$ cat src/rtl/muldiv_sequencer.sv
// Iterative 16-step shift-add multiply / restoring divide that owns Hi/Lo and the sticky dz flag.
// Latency: 17 edges from start to result (1 edge for divide by zero); start is ignored while busy.
module muldiv_sequencer #(
  parameter int WIDTH = 16
) (
  input  logic             clk,
  input  logic             rst,
  input  logic             start,
  input  logic [1:0]       op,
  input  logic [WIDTH-1:0] a,
  input  logic [WIDTH-1:0] b,
  input  logic             flush,
  input  logic             hi_we,
  input  logic             lo_we,
  input  logic [WIDTH-1:0] wdata,
  output logic             busy,
  output logic             done,
  output logic [WIDTH-1:0] hi,
  output logic [WIDTH-1:0] lo,
  output logic             dz
);

  localparam int CW = $clog2(WIDTH);
  localparam int AW = 2 * WIDTH;

  typedef enum logic [1:0] {
    S_IDLE   = 2'd0,
    S_CALC   = 2'd1,
    S_FINISH = 2'd2
  } state_t;

  state_t           state_q, state_d;
  logic [CW-1:0]    cnt_q, cnt_d;
  logic [AW-1:0]    acc_q, acc_d;
  logic [WIDTH-1:0] opnd_q, opnd_d;
  logic [1:0]       op_q, op_d;
  logic             neg_res_q, neg_res_d;
  logic             neg_rem_q, neg_rem_d;
  logic             dzop_q, dzop_d;
  logic [WIDTH-1:0] hi_q, hi_d;
  logic [WIDTH-1:0] lo_q, lo_d;
  logic             dz_q, dz_d;
  logic             done_q, done_d;

  logic             start_go;
  logic             a_neg, b_neg;
  logic [WIDTH-1:0] a_mag, b_mag;
  logic [WIDTH:0]   mul_sum;
  logic [AW-1:0]    mul_step;
  logic [WIDTH:0]   div_shift;
  logic [WIDTH:0]   div_diff;
  logic [AW-1:0]    div_step;
  logic [AW-1:0]    prod;
  logic [WIDTH-1:0] quot;
  logic [WIDTH-1:0] rem;

  always_ff @(posedge clk or negedge rst) begin
    if (!rst) begin
      state_q   <= S_IDLE;
      cnt_q     <= '0;
      acc_q     <= '0;
      opnd_q    <= '0;
      op_q      <= '0;
      neg_res_q <= 1'b0;
      neg_rem_q <= 1'b0;
      dzop_q    <= 1'b0;
      hi_q      <= '0;
      lo_q      <= '0;
      dz_q      <= 1'b0;
      done_q    <= 1'b0;
    end else begin
      state_q   <= state_d;
      cnt_q     <= cnt_d;
      acc_q     <= acc_d;
      opnd_q    <= opnd_d;
      op_q      <= op_d;
      neg_res_q <= neg_res_d;
      neg_rem_q <= neg_rem_d;
      dzop_q    <= dzop_d;
      hi_q      <= hi_d;
      lo_q      <= lo_d;
      dz_q      <= dz_d;
      done_q    <= done_d;
    end
  end

  assign start_go = (state_q == S_IDLE) && start && !flush;

  always_comb begin
    state_d = state_q;
    case (state_q)
      S_IDLE: begin
        if (start_go) begin
          state_d = (op[1] && (b == '0)) ? S_FINISH : S_CALC;
        end
      end
      S_CALC: begin
        if (flush) begin
          state_d = S_IDLE;
        end else if (cnt_q == '0) begin
          state_d = S_FINISH;
        end
      end
      S_FINISH: state_d = S_IDLE;
      default:  state_d = S_IDLE;
    endcase
  end

  // Signed operands become magnitudes; 0x8000 maps onto itself, read as 32768.
  assign a_neg = op[0] & a[WIDTH-1];
  assign b_neg = op[0] & b[WIDTH-1];
  assign a_mag = a_neg ? -a : a;
  assign b_mag = b_neg ? -b : b;

  // Multiply: acc = {partial sum, remaining multiplier bits}, shifted right each step.
  assign mul_sum  = {1'b0, acc_q[AW-1:WIDTH]} + {1'b0, opnd_q};
  assign mul_step = acc_q[0] ? {mul_sum, acc_q[WIDTH-1:1]} : {1'b0, acc_q[AW-1:1]};

  // Divide: acc = {partial remainder, dividend/quotient}; quotient bits enter at the LSB.
  assign div_shift = {acc_q[AW-1:WIDTH], acc_q[WIDTH-1]};
  assign div_diff  = div_shift - {1'b0, opnd_q};
  assign div_step  = div_diff[WIDTH] ? {div_shift[WIDTH-1:0], acc_q[WIDTH-2:0], 1'b0}
                                     : {div_diff[WIDTH-1:0],  acc_q[WIDTH-2:0], 1'b1};

  assign prod = neg_res_q ? -acc_q : acc_q;
  assign quot = neg_res_q ? -acc_q[WIDTH-1:0] : acc_q[WIDTH-1:0];
  assign rem  = neg_rem_q ? -acc_q[AW-1:WIDTH] : acc_q[AW-1:WIDTH];

  always_comb begin
    cnt_d     = cnt_q;
    acc_d     = acc_q;
    opnd_d    = opnd_q;
    op_d      = op_q;
    neg_res_d = neg_res_q;
    neg_rem_d = neg_rem_q;
    dzop_d    = dzop_q;
    hi_d      = hi_q;
    lo_d      = lo_q;
    dz_d      = dz_q;
    done_d    = 1'b0;
    case (state_q)
      S_IDLE: begin
        if (start_go) begin
          op_d      = op;
          cnt_d     = CW'(WIDTH - 1);
          neg_res_d = a_neg ^ b_neg;
          neg_rem_d = a_neg;
          if (op[1] && (b == '0)) begin
            dzop_d = 1'b1;
            acc_d  = {a, {WIDTH{1'b1}}};
          end else if (op[1]) begin
            dzop_d = 1'b0;
            acc_d  = {{WIDTH{1'b0}}, a_mag};
            opnd_d = b_mag;
          end else begin
            dzop_d = 1'b0;
            acc_d  = {{WIDTH{1'b0}}, b_mag};
            opnd_d = a_mag;
          end
        end else if (!start) begin
          if (hi_we) hi_d = wdata;
          if (lo_we) lo_d = wdata;
        end
      end
      S_CALC: begin
        if (!flush) begin
          acc_d = op_q[1] ? div_step : mul_step;
          cnt_d = cnt_q - CW'(1);
        end
      end
      S_FINISH: begin
        if (!flush) begin
          done_d = 1'b1;
          if (dzop_q) begin
            hi_d = acc_q[AW-1:WIDTH];
            lo_d = acc_q[WIDTH-1:0];
            dz_d = 1'b1;
          end else if (op_q[1]) begin
            hi_d = rem;
            lo_d = quot;
            dz_d = 1'b0;
          end else begin
            hi_d = prod[AW-1:WIDTH];
            lo_d = prod[WIDTH-1:0];
          end
        end
      end
      default: ;
    endcase
  end

  always_comb begin
    busy = (state_q != S_IDLE);
    done = done_q;
    hi   = hi_q;
    lo   = lo_q;
    dz   = dz_q;
  end

endmodule

$ cat config.mk
export PLATFORM = sky130hd
export DESIGN_NAME = muldiv_sequencer
export DESIGN_NICKNAME = d
export VERILOG_FILES = /design/src/rtl/muldiv_sequencer.sv
export SDC_FILE = /design/constraint.sdc
export NUM_CORES = 1
export LEC_CHECK = 0
export ABC_AREA = 1
export ABC_CLOCK_PERIOD_IN_PS = 7100
export BUFFER_PORTS_ARGS = -buffer_cell sky130_fd_sc_hd__buf_2
export CAP_MARGIN = 0
export CORE_MARGIN = 2
export CORE_UTILIZATION = 66
export DETAILED_ROUTE_END_ITERATION = 7
export PLACE_DENSITY = 0.95
export SYNTH_ARGS = -nofsm -noshare
export SYNTH_HDL_FRONTEND = slang
export SYNTH_SLANG_ARGS = --single-unit
$ cat constraint.sdc
create_clock -name clk -period 7.1 [get_ports clk]
set_clock_uncertainty 0.2 [all_clocks]
set_input_delay 1.42 -clock clk [delete_from_list [all_inputs] [get_ports clk]]
set_output_delay 1.42 -clock clk [all_outputs]
set_load 0.05 [all_outputs]
# Word level (Yosys, flattened, before mapping)
# Cells that the tools add are included.
# W data, S select, Z words.
dict set report classes {
  addsub 8
  eq_ne 10
  mux 41
  n_bitwise 5
  n_reduce_logical 18
}
# operator count
set ops {}
lappend ops {{$mux W16} 18}
lappend ops {{$mux W32} 7}
lappend ops {{$neg A16 Y16} 4}
lappend ops {{$pmux W16 S2} 2}
lappend ops {{$pmux W32 S2} 1}
lappend ops {{$neg A32 Y32} 1}
lappend ops {{$add A16 B16 Y17} 1}
lappend ops {{$sub A17 B16 Y17} 1}
lappend ops {{$logic_not A16 Y1} 1}
lappend ops {{$ne A2 B2 Y1 const B} 7}
lappend ops {{$reduce_and A5 Y1} 2}
lappend ops {{$reduce_and A3 Y1} 3}
lappend ops {{$mux W2} 4}
lappend ops {{$mux W4} 2}
lappend ops {{$pmux W4 S2} 1}
lappend ops {{$reduce_bool A2 Y1} 4}
lappend ops {{$mux W1} 5}
lappend ops {{$logic_not A4 Y1} 1}
lappend ops {{$pmux W2 S2} 1}
lappend ops {{$reduce_and A2 Y1} 2}
lappend ops {{$sub A4 B1 Y4 const B} 1}
lappend ops {{$logic_and A1 B1 Y1} 3}
lappend ops {{$ne A3 B3 Y1 const B} 1}
lappend ops {{$and A1 B1 Y1} 2}
lappend ops {{other kinds (6)} 7}
dict set report word_totals {
  regBits 93
  in_bits 56
  word_cells 94
}

# Logic depth before layout (Yosys ltp)
# Gate-level depths: netlist of the first run.
dict set report logic_depth {
  word_depth 6
  depth_mapped 18
  mapped_depth_nobuf 18
}

# Worst setup path before layout of the first run
# No wires, ideal clock.
dict set report synth_path {
  kind {input to register}
  start {input port b[0]}
  end {register acc_q[26]}
  setup_ns 0.066
  arrival_ns 2.665
  required_time_ns 6.834
  path_slack_ns 4.170
  cell_stages 10
  n_path_buf 2
  cell_sequence {inv_1 > ha_1 > nand4_1 > nor2_2 > nand3_2 > buf_2 > buf_6 > o31ai_1 > nand2_1 > nand2_1}
}
dict set report synth_between {
  elab_chain_len 5
}
# element line_no
set synth_rtl {}
lappend synth_rtl {{start, declared} 11} ;# input logic [WIDTH-1:0] b,
lappend synth_rtl {{$logic_not A16 Y1} 148} ;# if (op[1] && (b == '0)) begin
lappend synth_rtl {{$logic_and A1 B1 Y1} 148}
lappend synth_rtl {{$mux W32} 148}
lappend synth_rtl {{$mux W32} 143} ;# if (start_go) begin
lappend synth_rtl {{$pmux W32 S2} 141} ;# case (state_q)
lappend synth_rtl {{end signal, assigned} 61} ;# acc_q <= '0;
lappend synth_rtl {{end signal, assigned} 74} ;# acc_q <= acc_d;
lappend synth_rtl {{end, declared} 34} ;# logic [AW-1:0] acc_q, acc_d;
# Every way passes these cells. The select of a mux whose other input is x is not followed.
# A chain may end at the register's enable or synchronous reset.

# Final worst setup path of the first run
dict set report layout_path {
  start {input port op[1]}
  end {register opnd_q[9]}
}
dict set report layout_between {
  elab_chain_len 3
}
# element line_no
set layout_rtl {}
lappend layout_rtl {{start, declared} 9} ;# input logic [1:0] op,
lappend layout_rtl {{$logic_and A1 B1 Y1} 148}
lappend layout_rtl {{$not A1 Y1 (no line)} n/a}
lappend layout_rtl {{$reduce_and A3 Y1 (no line)} n/a}
lappend layout_rtl {{end signal, assigned} 75} ;# opnd_q <= opnd_d;
lappend layout_rtl {{end, declared} 35} ;# logic [WIDTH-1:0] opnd_q, opnd_d;
# Parallel ways exist; a longest one is shown, timed or not.

==> metrics.log, run 1 <==
INFO  metric worstSkewPairLatency = about 0.36 ns
INFO  metric layout_common_cells = nand2_1, inv_1, nand3_1
INFO  metric numClockSinks = 92
INFO  metric cts_tree = built
INFO  metric area_delta_synth_final = 8.009%
INFO  metric timing.final.crit_period = 3.412 ns
INFO  metric synth-simple-area-share = between 30 and 40%
INFO  metric rows = 43
INFO  metric num-fill-cells = roughly 1.2k
INFO  metric endpoint_kind = flop
INFO  metric number_of_pins_exceeding_their_max_slew_limit_in_the_final_report = 0
INFO  metric route.detailed.wl_per_inst = 18.04 µm
INFO  metric synth-main-ff-cell = dfrtp_1
INFO  metric n_antenna_cell = 0
INFO  metric clock_path_buffers = 2
INFO  metric timing.rr.start = acc_q[16]
INFO  metric cts_repair_resize_count = 0
INFO  metric start_util = 67.45%
INFO  metric synth-warning-count = 0
INFO  metric netlist.top_cell.by_area = dfrtp_1
INFO  metric worstHoldPathCells = 2
INFO  metric worst_r2r_path_depth = 17
INFO  metric flop_and_latch_count_out_of_synthesis = 92
INFO  metric total_leakage_power = roughly 0.0054 µW
INFO  metric grt_first_pass_wirelength = just under 50000 µm
INFO  metric finalSetupViolCount = 0
INFO  metric largest_vdd_supply_drop = about 290 µV
INFO  metric outcome = finished clean
INFO  metric avgSynthCellArea = between 6 and 7 µm²
INFO  metric maxSlewHeadroom = 29.27%
INFO  metric max_capacitance_violation_total = 0
INFO  metric worstHoldPathType = flop to flop
INFO  metric global_route.usage.total = 42.17%
INFO  metric post-synth-top-area-fraction = between 20% and 30%
INFO  metric main_combinational_cell_family_by_area_after_synthesis = simple AND/OR/NAND/NOR gates
INFO  metric mappedNetlistNets = 1611
INFO  metric count_of_boundary_i_o_pins = 91
INFO  metric power.density = 536.2 nW/µm²
INFO  metric synth.yosys.seq_area_share = around 25%
INFO  metric post-route-period-util = 48.05%
INFO  metric timing.critical_path.required = 7.11 ns
INFO  metric worst_hold_startpoint = lo[1]
INFO  metric top_cells_by_area_in_the_synthesized_netlist = dfrtp_1, nand2_1, nand3_1, inv_1, a21oi_1
INFO  metric hold_viol = 0
INFO  metric setup_tns = 0 ns
INFO  metric numPortBuffers = 90
INFO  metric synth_enable_flop_cells = 0
INFO  metric die_area = roughly 15000 µm²
INFO  metric antenna_violating_nets_post_route = 0
INFO  metric maximum_number_of_pins_on_one_net_before_global_route_repair = 56
INFO  metric layout_commonest_cell = nand2_1
INFO  metric synth.area.mux_share = 0%
INFO  metric synthArstFlopShare = between 90% and 100%
INFO  metric vias_per_cell = between 6 and 7
INFO  metric synth.cell_area = approximately 9300 µm²
INFO  metric syn_inst = between 1.5k and 2k
INFO  metric drt-total-wl = ~32000 µm
INFO  metric hpwlAfterDp = ~24000 µm
INFO  metric synth-adder-area-share = 5.393%
INFO  metric timing.reg2reg.setup_slack = 4.04 ns
INFO  metric critPathArrivalTime = approximately 3.4 ns
INFO  metric synth_compound_gate_area_share = approximately 17%
INFO  metric crit_path_max_fanout = 36
INFO  metric worst-slew-pin-transition = 1.060 ns
INFO  metric multiInputGateArea = 5969 µm²
INFO  metric dr_total_vias = 11.03k
INFO  metric final_nets = 1662
INFO  metric dieWidth = approximately 120 µm
INFO  metric grt.overflow.total = 0
INFO  metric layout_cell_share_with_drive_strength_beyond_1 = a little under an eighth
INFO  metric dr_drc_count = 0
INFO  metric h-tree-depth = 3
INFO  metric path_class = primary input to flop
INFO  metric clkSlewWorstSetupHoldPaths = roughly 0.07 ns
INFO  metric fmax = approximately 290 MHz
INFO  metric cts_buffers = 9
INFO  metric hold_end = lo[1]
INFO  metric grt_antenna_before_repair = 0
INFO  metric crit_path_start_kind = primary input
INFO  metric rsz0062_at_grt = false
INFO  metric setup_slack = roughly 3.7 ns
INFO  metric gp_congestion = around 1.1
INFO  metric ctsHoldBuffers = 0
INFO  metric chipHeight = 122.9 µm
INFO  metric grt_pass1_vias = between 9k and 10k
INFO  metric xor_xnor_share_of_the_synthesized_area = 2.817%
INFO  metric cts_setup_buffers = 0
INFO  metric core_area = roughly 14000 µm²
INFO  metric post_synth_num_cell_types = 50
INFO  metric dpl_worst_slack = around 3.5 ns
INFO  metric clockRootBuffer = clkbuf_16
INFO  metric drt_pass1_iterations = 7
INFO  metric drt-initial-drc-count = 1806
INFO  metric reg_to_reg_endpoint = acc_q[30]
INFO  metric seqCellArea = 2302 µm²
flip-flops by register name (all words and copies together), names as in the netlist:
register,count
lo,16
op_q,1
dzop_q,1
neg_res_q,1
acc_q,32
cnt_q,4
hi,16
neg_rem_q,1
dz,1
done,1
state_q,2
opnd_q,16
synth_stat cells (2+ instances only):
library cell,number
o21ai_1,13
a22oi_1,3
nand2_2,6
nand3b_1,5
fa_1,2
a211oi_1,5
clkbuf_1,23
buf_1,7
nand3_1,154
ha_1,37
a2bb2oi_1,19
nand3_2,10
o21ai_0,77
or2_2,9
and2_1,2
a21oi_1,113
buf_4,3
nor2_4,4
xor2_1,27
nor2_2,8
nor3_1,11
xnor2_1,3
nand2_1,466
dfrtp_1,92
a21boi_1,4
o211ai_1,5
a31oi_1,7
inv_1,196
nand4_1,18
nor2_1,103
o31ai_1,13
o21a_1,2
nand2_4,12
buf_2,19
o22ai_1,8
inv_2,16
cells by family (layout without fill, tap and decap cells):
kind of cell,count (synthesis),after routing
AO/OA/AOI/OAI,276,276
XOR/XNOR,30,30
adder cells (fa/ha/maj),39,39
buffers and inverters,266,322
flip-flops,92,92
AND/OR/NAND/NOR,813,813
worst max-delay path by stage:
stage,cells past startpoint,startpoint,to
2_1_floorplan,10,b[0],acc_q[26]
3_3_place_gp,8,op[1],opnd_q[1]
3_5_place_dp,8,op[1],opnd_q[1]
4_1_cts,8,op[1],opnd_q[9]
5_1_grt,10,b[0],opnd_q[9]
6_report,8,op[1],opnd_q[9]
metrics by stage:
stage / util, % / cells / hold slack [ns] / power (µW) / area (µm²)
6_report: 72.85 / 1752 / 0.2833 / 5402 / 10070
5_1_grt: 72.85 / 1752 / 0.3109 / 5785 / 10070
4_1_cts: 72.85 / 1752 / 0.2812 / 5262 / 10070
3_5_place_dp: 70.70 / 1736 / 0.2632 / 4760 / 9776
3_3_place_gp: 70.70 / 1736 / 0.2545 / 4656 / 9776
2_1_floorplan: - / 1516 / 0.2687 / 3881 / 9326
critical path, stage by stage:
cell and delay (ns):
buf_2 0.50, nand3_1 0.15, nor2_1 0.13, nand3_2 0.39, nand2_2 0.31, inv_2 0.22
o21ai_0 0.17, o22ai_1 0.11
routing by layer:
layer | GRT usage, % | part of all wire [%] | vias to the layer above
met2 | 64.99 | 44 | 894
met5 | 0 | 0 | -
li1 | - | - | 5032
met1 | 55.74 | 37 | 4921
met3 | 9.061 | 13 | 181
met4 | 21.41 | 6.0 | 0
power by group:
group	switching, µW	internal, µW
logic	2670	1150
clock network	234	253
registers	325	765
total	3230	2170
final cells by class:
class	instances	share of cell area (%)
clock buffers	10	2.372
clock inverters	6	0.5838
inverters	212	7.900
multi-input cells	1158	59.26
flip-flops and latches	92	22.85
well taps	180	2.236
repair buffers	94	4.794
Power figures use the tool's default switching activity.
==> run 2, diff against run 1 <==
==> config.mk (replaced) <==
export PLATFORM = sky130hd
export DESIGN_NAME = muldiv_sequencer
export DESIGN_NICKNAME = d
export VERILOG_FILES = /design/src/rtl/muldiv_sequencer.sv
export SDC_FILE = /design/constraint.sdc
export NUM_CORES = 1
export LEC_CHECK = 0
export ABC_AREA = 0
export ABC_CLOCK_PERIOD_IN_PS = 2950
export BUFFER_PORTS_ARGS = -buffer_cell sky130_fd_sc_hd__buf_2
export CAP_MARGIN = 0
export CORE_MARGIN = 2
export CORE_UTILIZATION = 54
export DETAILED_ROUTE_END_ITERATION = 7
export PLACE_DENSITY = 0.88
export SYNTH_ARGS = -nofsm -noshare
export SYNTH_HDL_FRONTEND = slang
export SYNTH_SLANG_ARGS = --single-unit
==> constraint.sdc (replaced) <==
create_clock -name clk -period 2.95 [get_ports clk]
set_clock_uncertainty 0.2 [all_clocks]
set_input_delay 0.59 -clock clk [delete_from_list [all_inputs] [get_ports clk]]
set_output_delay 0.59 -clock clk [all_outputs]
set_load 0.05 [all_outputs]
==> run 2 against run 1 <==
The flow now finishes with violations (negative setup slack). Setup slack got worse by 4.1 ns. Highest routed layer unchanged. Clock power increased by 140%. Sequential power increased by 94%. Global-route usage decreased by 7.8 points. Sequential share of layout area increased by 1.2 points. Register-to-register slack got worse by 4.4 ns. Largest power group unchanged. First-iteration DRC count decreased by 61%. Critical path type is now flop to flop. Power increased by 72%.
==> metrics.log, run 2 <==
INFO  metric post-route-period-util = 112.9%
INFO  metric total_leakage_power = 0.004544 µW
INFO  metric synth.most_common_cell = nor2_1
INFO  metric grt_pass1_vias = 8230
INFO  metric drt-total-wl = around 27000 µm
INFO  metric numClockSinks = 92
INFO  metric grt_antenna_before_repair = 0
INFO  metric worstSkewPairLatency = approximately 0.36 ns
INFO  metric area_delta_synth_final = 21.13%
INFO  metric crit_path_max_fanout = 3
INFO  metric rsz0062_at_grt = true
INFO  metric setup_slack = -0.3795 ns
INFO  metric die_area = approximately 16000 µm²
INFO  metric final-instance-count-excl-fill = between 1k and 1.5k
INFO  metric largest_vdd_supply_drop = slightly below 700 µV
INFO  metric hpwlAfterDp = 20560 µm
INFO  metric chipHeight = about 130 µm
INFO  metric syn_inst = around 1k
INFO  metric post_synth_num_cell_types = 67
INFO  metric largest_register_ffs = 32
INFO  metric dieWidth = about 130 µm
INFO  metric cts_tree = built
INFO  metric final_nets = 1252
INFO  metric synthTopCellsByCount = nor2_1, nand2_1, a21oi_1
INFO  metric synth-main-ff-cell = dfrtp_1
INFO  metric grt_first_pass_wirelength = between 40000 and 50000 µm
INFO  metric layout_cell_share_with_drive_strength_beyond_1 = a little under a quarter
INFO  metric max_capacitance_violation_total = 0
INFO  metric n_antenna_cell = 0
INFO  metric avgSynthCellArea = 7.825 µm²
INFO  metric timing.reg2reg.setup_slack = -0.38 ns
INFO  metric worst-slew-pin-transition = 0.6421 ns
INFO  metric dpl_worst_slack = -0.3533 ns
INFO  metric layout_commonest_cell = nor2_1
INFO  metric path_class = flop to flop
INFO  metric core_area = about 14000 µm²
INFO  metric drt_pass1_iterations = 5
INFO  metric gp_congestion = roughly 1.0
INFO  metric cts_buffers = 9
INFO  metric endpoint_kind = flop
INFO  metric synth.cell_area = around 7900 µm²
INFO  metric maximum_number_of_pins_on_one_net_before_global_route_repair = 60
INFO  metric maxSlewHeadroom = between 50% and 60%
INFO  metric mappedNetlistNets = 1106
INFO  metric route.detailed.wl_per_inst = 20.10 µm
INFO  metric timing.critical_path.required = between 2 and 3 ns
INFO  metric antenna_violating_nets_post_route = 0
INFO  metric max_flop_register = acc_q
INFO  metric post-synth-top-area-fraction = about 29%
INFO  metric dr_drc_count = 0
INFO  metric timing.final.crit_period = between 3 and 4 ns
INFO  metric drt-initial-drc-count = 710
INFO  metric grt.overflow.total = 0
INFO  metric fmax = 300.3 MHz
INFO  metric netlist.top_cell.by_area = dfrtp_1
INFO  metric crit_path_start_kind = flop
INFO  metric rows = 44
INFO  metric flop_and_latch_count_out_of_synthesis = 92
INFO  metric layout_common_cells = nor2_1, nand2_1, buf_4
INFO  metric clockRootBuffer = clkbuf_16
INFO  metric synth.yosys.seq_area_share = roughly 29%
INFO  metric violations = negative setup slack
INFO  metric top_cells_by_area_in_the_synthesized_netlist = dfrtp_1, nor2_1, a21oi_1, ha_1, nand2_1
INFO  metric vias_per_cell = 6.307
INFO  metric finalSetupViolCount = 17
INFO  metric synth-warning-count = 0
INFO  metric worstHoldPathType = primary input to asynchronous set/reset pin
INFO  metric number_of_pins_exceeding_their_max_slew_limit_in_the_final_report = 0
INFO  metric power.density = roughly 970 nW/µm²
INFO  metric outcome = finished with violations
INFO  metric dr_total_vias = around 8.5k
INFO  metric hold_viol = 0
INFO  metric dpl.cell_count = 1322
INFO  metric clock_path_buffers = 2
INFO  metric global_route.usage.total = 34.41%
INFO  metric numPortBuffers = 90
INFO  metric h-tree-depth = 3
INFO  metric start_util = between 50% and 60%
INFO  metric count_of_boundary_i_o_pins = roughly 90
INFO  metric synth_enable_flop_cells = 0
INFO  metric synthArstFlopShare = 100.0%
INFO  metric clkSlewWorstSetupHoldPaths = roughly 0.07 ns
INFO  metric critPathArrivalTime = between 3 and 4 ns
## run 2: kinds of logic (layout without fill, tap and decap cells)
family | Yosys count | after routing | share of synthesized area (%)
AOI/OAI and AO/OA | 310 | 310 | 24.92
xor gates and xnor gates | 81 | 81 | 8.967
adders and majority gates | 39 | 39 | 6.358
buffers and inverters | 98 | 249 | 4.919
DFF | 92 | 92 | 29.10
muxes | 48 | 48 | 6.453
and+or+nand+nor | 343 | 343 | 19.28
## run 2: final timing paths
path,start,end,cells after the start
max,opnd_q[0],acc_q[28],11
min,rst,done,1
max reg2reg,opnd_q[0],acc_q[28],11
min reg2reg,lo[5],lo[5],2
max in group asynchronous,rst,opnd_q[11],2
min in group clk,lo[5],lo[5],2
## run 2: critical path, cell delays in order (launching register included)
cell and delay [ns]:
dfrtp_1 0.42, ha_4 0.18, fa_2 0.34, nand2b_4 0.15, a211o_1 0.28, a211o_1 0.32
a21o_1 0.23, a211oi_4 0.27, buf_4 0.17, mux2_4 0.29, a222oi_1 0.28, nand2_1 0.08
## run 2: final cells by class
| cell class | count | area [µm²] |
|---|---|---|
| clock inverter | 5 | 45.04 |
| timing repair buffer | 195 | 1286 |
| sequential | 92 | 2303 |
| inverter | 38 | 142.6 |
| clock buffer | 11 | 242.7 |
| multi-input combinational | 821 | 5333 |
| fill | 1177 | 4841 |
| tap | 184 | 230.2 |
## run 2: where the power goes
group	switching [µW]	internal [µW]
clock network	547	607
logic	3400	2610
registers	493	1620
total	4440	4840
## run 2: routing by layer
layer	global-route usage, %	share of wire, %	vias to the layer above
li1	-	-	3909
met1	42.14	38	3959
met2	56.01	47	494
met3	8.087	9.2	127
met4	19.15	6.3	0
met5	0	0	-
## run 2: stage by stage
step / total power, µW / hold WS (ns) / util [%] / instance area (µm²) / setup TNS (ns)
after floorplan: 5899 / 0.09441 / - / 7948 / -1.386
after global placement: 7521 / 0.2540 / 63.46 / 9154 / -2.731
after detailed placement: 7703 / 0.2609 / 63.46 / 9154 / -4.562
after CTS: 9048 / 0.02074 / 66.00 / 9520 / -4.122
after global routing: 9810 / 0.05172 / 66.44 / 9583 / -5.929
final: 9280 / 0.01789 / 66.44 / 9583 / -4.490
## run 2: what timing repair did
item | 4_1_cts | 5_1_grt
resized for setup | 11 | 12
hold buffers | 0 | 0
setup buffers | 4 | 4
pin swaps | 1 | 10
setup endpoints to repair | 17 | 20
gates cloned | 1 | 0
